<file path="config.mk">
export PLATFORM = sky130hd
export DESIGN_NAME = imem_loader
export DESIGN_NICKNAME = d
export VERILOG_FILES = /design/src/rtl/cpu_pkg.sv /design/src/rtl/imem_loader.sv
export SDC_FILE = /design/constraint.sdc
export NUM_CORES = 1
export LEC_CHECK = 0
export CAP_MARGIN = 20
export CORE_ASPECT_RATIO = 1.2
export CORE_UTILIZATION = 45
export DETAILED_ROUTE_END_ITERATION = 10
export PLACE_DENSITY = 0.69
export SYNTH_ARGS = -nofsm -noshare
export SYNTH_HDL_FRONTEND = slang
export SYNTH_SLANG_ARGS = --single-unit
</file>
<file path="constraint.sdc">
create_clock -name clk -period 4.6 [get_ports clk]
set_input_delay 0.92 -clock clk [delete_from_list [all_inputs] [get_ports clk]]
set_output_delay 0.92 -clock clk [all_outputs]
set_load 0.01 [all_outputs]
</file>
<file path="src/rtl/cpu_pkg.sv">
// Shared types and widths for the CPU boot path: loader FSM encoding and data widths.
package cpu_pkg;

  localparam int unsigned WORD_W = 16;
  localparam int unsigned BYTE_W = 8;

  typedef enum logic [2:0] {
    S_CNT_HI = 3'd0,
    S_CNT_LO = 3'd1,
    S_DAT_HI = 3'd2,
    S_DAT_LO = 3'd3,
    S_CHK    = 3'd4,
    S_DONE   = 3'd5,
    S_ERR    = 3'd6
  } ldr_state_e;

endpackage : cpu_pkg

</file>
<file path="src/rtl/imem_loader.sv">
// Boot-time instruction-memory loader: assembles a checksummed byte frame into 16-bit
// words, writes them to consecutive I_memory addresses and releases the CPU on success.
module imem_loader
  import cpu_pkg::*;
#(
  parameter logic [WORD_W-1:0] BASE_ADDR = 16'h0000,
  parameter int unsigned       MAX_WORDS = 256
) (
  input  logic              clk,
  input  logic              Rst,
  input  logic              start,
  input  logic              in_valid,
  input  logic [BYTE_W-1:0] in_data,
  output logic              in_ready,
  output logic              wr_en,
  output logic [WORD_W-1:0] wr_addr,
  output logic [WORD_W-1:0] wr_data,
  output logic              cpu_rst_n,
  output logic              done,
  output logic              err,
  output logic [WORD_W-1:0] words
);

  ldr_state_e        state_q, state_d;
  logic [WORD_W-1:0] cnt_q, cnt_d;
  logic [BYTE_W-1:0] hi_q, hi_d;
  logic [BYTE_W-1:0] xor_q, xor_d;
  logic [WORD_W-1:0] words_q, words_d;
  logic              wr_en_q, wr_en_d;
  logic [WORD_W-1:0] wr_addr_q, wr_addr_d;
  logic [WORD_W-1:0] wr_data_q, wr_data_d;
  logic              done_q, done_d;
  logic              err_q, err_d;
  logic              cpu_rst_n_q, cpu_rst_n_d;
  logic              rx_state;
  logic              accept;
  logic [WORD_W-1:0] cnt_full;

  // Byte intake is open in every frame-parsing state unless a restart is being requested.
  assign rx_state = (state_q == S_CNT_HI) || (state_q == S_CNT_LO) ||
                    (state_q == S_DAT_HI) || (state_q == S_DAT_LO) ||
                    (state_q == S_CHK);
  assign in_ready = rx_state && !start;
  assign accept   = in_valid && in_ready;
  assign cnt_full = {cnt_q[WORD_W-1:BYTE_W], in_data};

  always_ff @(posedge clk) begin
    if (!Rst) begin
      state_q     <= S_CNT_HI;
      cnt_q       <= '0;
      hi_q        <= '0;
      xor_q       <= '0;
      words_q     <= '0;
      wr_en_q     <= 1'b0;
      wr_addr_q   <= BASE_ADDR;
      wr_data_q   <= '0;
      done_q      <= 1'b0;
      err_q       <= 1'b0;
      cpu_rst_n_q <= 1'b0;
    end else begin
      state_q     <= state_d;
      cnt_q       <= cnt_d;
      hi_q        <= hi_d;
      xor_q       <= xor_d;
      words_q     <= words_d;
      wr_en_q     <= wr_en_d;
      wr_addr_q   <= wr_addr_d;
      wr_data_q   <= wr_data_d;
      done_q      <= done_d;
      err_q       <= err_d;
      cpu_rst_n_q <= cpu_rst_n_d;
    end
  end

  always_comb begin
    state_d   = state_q;
    cnt_d     = cnt_q;
    hi_d      = hi_q;
    xor_d     = xor_q;
    words_d   = words_q;
    wr_en_d   = 1'b0;
    wr_addr_d = wr_addr_q;
    wr_data_d = wr_data_q;

    // A restart wins over any byte offered in the same cycle.
    if (start) begin
      state_d   = S_CNT_HI;
      cnt_d     = '0;
      xor_d     = '0;
      words_d   = '0;
      wr_addr_d = BASE_ADDR;
    end else if (accept) begin
      case (state_q)
        S_CNT_HI: begin
          cnt_d   = {in_data, BYTE_W'(0)};
          xor_d   = xor_q ^ in_data;
          state_d = S_CNT_LO;
        end
        S_CNT_LO: begin
          cnt_d = cnt_full;
          xor_d = xor_q ^ in_data;
          if (32'(cnt_full) > MAX_WORDS) begin
            state_d = S_ERR;
          end else if (cnt_full == '0) begin
            state_d = S_CHK;
          end else begin
            state_d = S_DAT_HI;
          end
        end
        S_DAT_HI: begin
          hi_d    = in_data;
          xor_d   = xor_q ^ in_data;
          state_d = S_DAT_LO;
        end
        S_DAT_LO: begin
          xor_d     = xor_q ^ in_data;
          wr_en_d   = 1'b1;
          wr_addr_d = BASE_ADDR + words_q;
          wr_data_d = {hi_q, in_data};
          words_d   = words_q + WORD_W'(1);
          state_d   = (words_q + WORD_W'(1) == cnt_q) ? S_CHK : S_DAT_HI;
        end
        S_CHK: begin
          state_d = (in_data == xor_q) ? S_DONE : S_ERR;
        end
        default: begin
          state_d = state_q;
        end
      endcase
    end

    done_d      = (state_d == S_DONE);
    err_d       = (state_d == S_ERR);
    cpu_rst_n_d = (state_d == S_DONE);
  end

  assign wr_en     = wr_en_q;
  assign wr_addr   = wr_addr_q;
  assign wr_data   = wr_data_q;
  assign cpu_rst_n = cpu_rst_n_q;
  assign done      = done_q;
  assign err       = err_q;
  assign words     = words_q;

endmodule : imem_loader
</file>
==> flow_summary.ini <==
[outcome]
status = completed

[synth]
syn_area_um2 = 4020
synth_area_leaders = dfxtp_1 (43%), nand2_1 (10%), xor2_1 (6.8%), a21oi_1 (4.7%), xnor2_1 (3.7%)
synth_area_leader_cell = dfxtp_1
syn-mean-instance-area_um2 = 8.19
postSynthCellCount = 491
async_flop_share = 0
synth_edf_count = 0
ys_warn_count = 0
synth_seq_cells = 86
ys_seq_area_frac = 0.428
synth_cell_types = 49
synth_nets = 504
yosys.area.top_type_share = 0.428
synthFlopType = dfxtp_1

[detailed_routing]
dr.first_iter.drc_count = 145
via_per_inst = 5.27
drc = 0
totalWireLength_mm = 9.51
firstDrtPassIters = 4
ant_nets = 0
wl_per_cell_um = 14.6
vias = 3437

[power]
p_leak_nw = 1.63
peakVddDrop_mv = 0.182
power.density_nw_per_um2 = 291

[die]
start_util = 0.467
std_cell_rows = 37
die_area_um2 = 9320
dieWidth_um = 88.3
num_io_pins = 65
coreArea_um2 = 8610
die_h_um = 106

[timing]
skew_ps = 8.55
setup_viol_count_final = 0
tightest_slew_ps = 838
finalCritPeriodShare = 0.682
hold_violations = 0
finalMaxSlewViolations = 0
min_period_ps = 3140
max-slew-margin-rel = 0.440
rsz0062_at_grt = false
fmax_mhz = 319
setup_tns_ps = 0

[finish]
mostFrequentLayoutCells = nand2_1 (106), dfxtp_1 (86), clkdlybuf4s50_1 (64), a21oi_1 (38), nor2_1 (35)
area_delta_synth_final_pct = 21.9
postLayoutCoreUtil = 0.569
n_antenna_cell = 0
drive_gt1_frac = 0.0654
final_common_cell = nand2_1
nets = 543

[clocking]
cts_resized = 0
root_buffer = clkbuf_8
cts_setup_buffers = 0
holdBufCountCts = 0
clock-sinks = 86
clock_latency_ps = 360
cts_made_buffers = 9
clk_pin_slew_ps = 90
clockBufferDepth = 2
cts_tree = done
htreeDepth = 3

[worst_setup_path]
crit_buf_inv = 2
path_cells = clkdlybuf4s50_1 -> nand2b_1 -> nor2_1 -> nand3_1 -> buf_4 -> o21ai_0 -> a21oi_1
worstPathArrival_ps = 3380
cp-end-kind = flip-flop
worst_setup_path_start_kind = input port
critPathKind = in2reg
required_ps = 4840
crit_path_top_delay_cell = nand3_1
cp_slowest_stage_delay_ps = 620
cp_max_fo = 23
cp_top_family = simple AND/OR/NAND/NOR gates

[placement]
hpwl_mm = 6.73
place_congestion = 0.914
port_buffers = 64

[global_route]
grt_max_degree = 44
grt_pass1_vias = 3240
overflow = 0
grt_util_all_layers = 0.217
antenna_found_initial = 0
grt_pass1_wl_mm = 15.6

[worst_hold_path]
hold_class = reg2reg

[run]
cap_violations = 0
cell usage after synthesis, types with 2 or more instances:
master and n:
and3_1 4, a41oi_1 2, a21oi_1 38, nand2_1 107
or3_1 5, or2_2 2, nor3b_1 2, clkbuf_1 33
o21ai_0 13, nor2_1 35, and3b_1 3, nor4_1 7
nor3_1 6, inv_1 6, nand4_2 2, nand3b_1 2
xor2_1 31, nand4_1 2, a31oi_1 4, o22ai_1 2
mux2i_1 10, nand3_1 17, o21a_1 2, buf_2 3
dfxtp_1 86, nor2b_1 8, a211oi_1 2, a21boi_0 16
nor4_2 3, buf_4 3, xnor2_1 17
sequential cells by signal, summed over array words and instances, names as in the netlist:
name / cells
wr_en: 1
wr_data: 16
cnt_q: 16
cpu_rst_n: 1
state_q: 3
xor_q: 8
words: 16
hi_q: 8
err: 1
wr_addr: 16
path summary, 6_finish.rpt:
kind / slack, ps / endpoint / cells past startpoint / startpoint
setup reg to reg: 1640 / cpu_rst_n / 9 / words[0]
hold / removal: 460 / wr_addr[6] / 2 / wr_addr[6]
hold reg to reg: 460 / wr_addr[6] / 2 / wr_addr[6]
setup / recovery: 1460 / words[3] / 7 / in_valid
worst min-delay path, cell delays in order, from the launching register on:
cell and delay, ps:
dfxtp_1 320, nand2_1 50, a21oi_1 50
power by group:
part / leakage [nW] / internal (mW) / switching [mW]
Sequential: 0.693 / 0.748 / 0.00563
Combinational: 0.824 / 0.0253 / 0.0412
Clock: 0.116 / 0.314 / 0.294
logic make-up after synthesis:
family	share of synthesized area
mux	0.0249
fa+ha+maj	0.00311
flops	0.428
simple gates	0.258
buf+inv	0.0467
compound gates	0.135
xor+xnor	0.105
cell type report:
type                       instances  area (um^2)
inverter                           6         22.5
clock inverter                     7          103
timing repair buffer              68          671
clock buffer                       9          124
fill                             810         3710
sequential                        86         1720
tap                              117          146
multi-input combinational        359         2110
per-stage QoR:
stage	total power, mW	cells	setup slack [ps]	hold slack [ps]	cell area, um^2
2_1_floorplan	0.814	491	1990	440	4020
3_3_place_gp	0.836	636	1140	440	4670
3_5_place_dp	0.837	636	1080	445	4670
4_1_cts	1.43	652	1470	459	4900
5_1_grt	1.47	652	1230	489	4900
6_report	1.43	652	1460	458	4900
layer usage:
metal / share of wire / wire (um) / global-route usage
met2: 0.50 / 4760 / 0.359
met5: 0 / 0 / 0
met4: 0.017 / 165 / 0.0760
met3: 0.048 / 458 / 0.0478
met1: 0.43 / 4130 / 0.273
(Power assumes the default switching activity.)
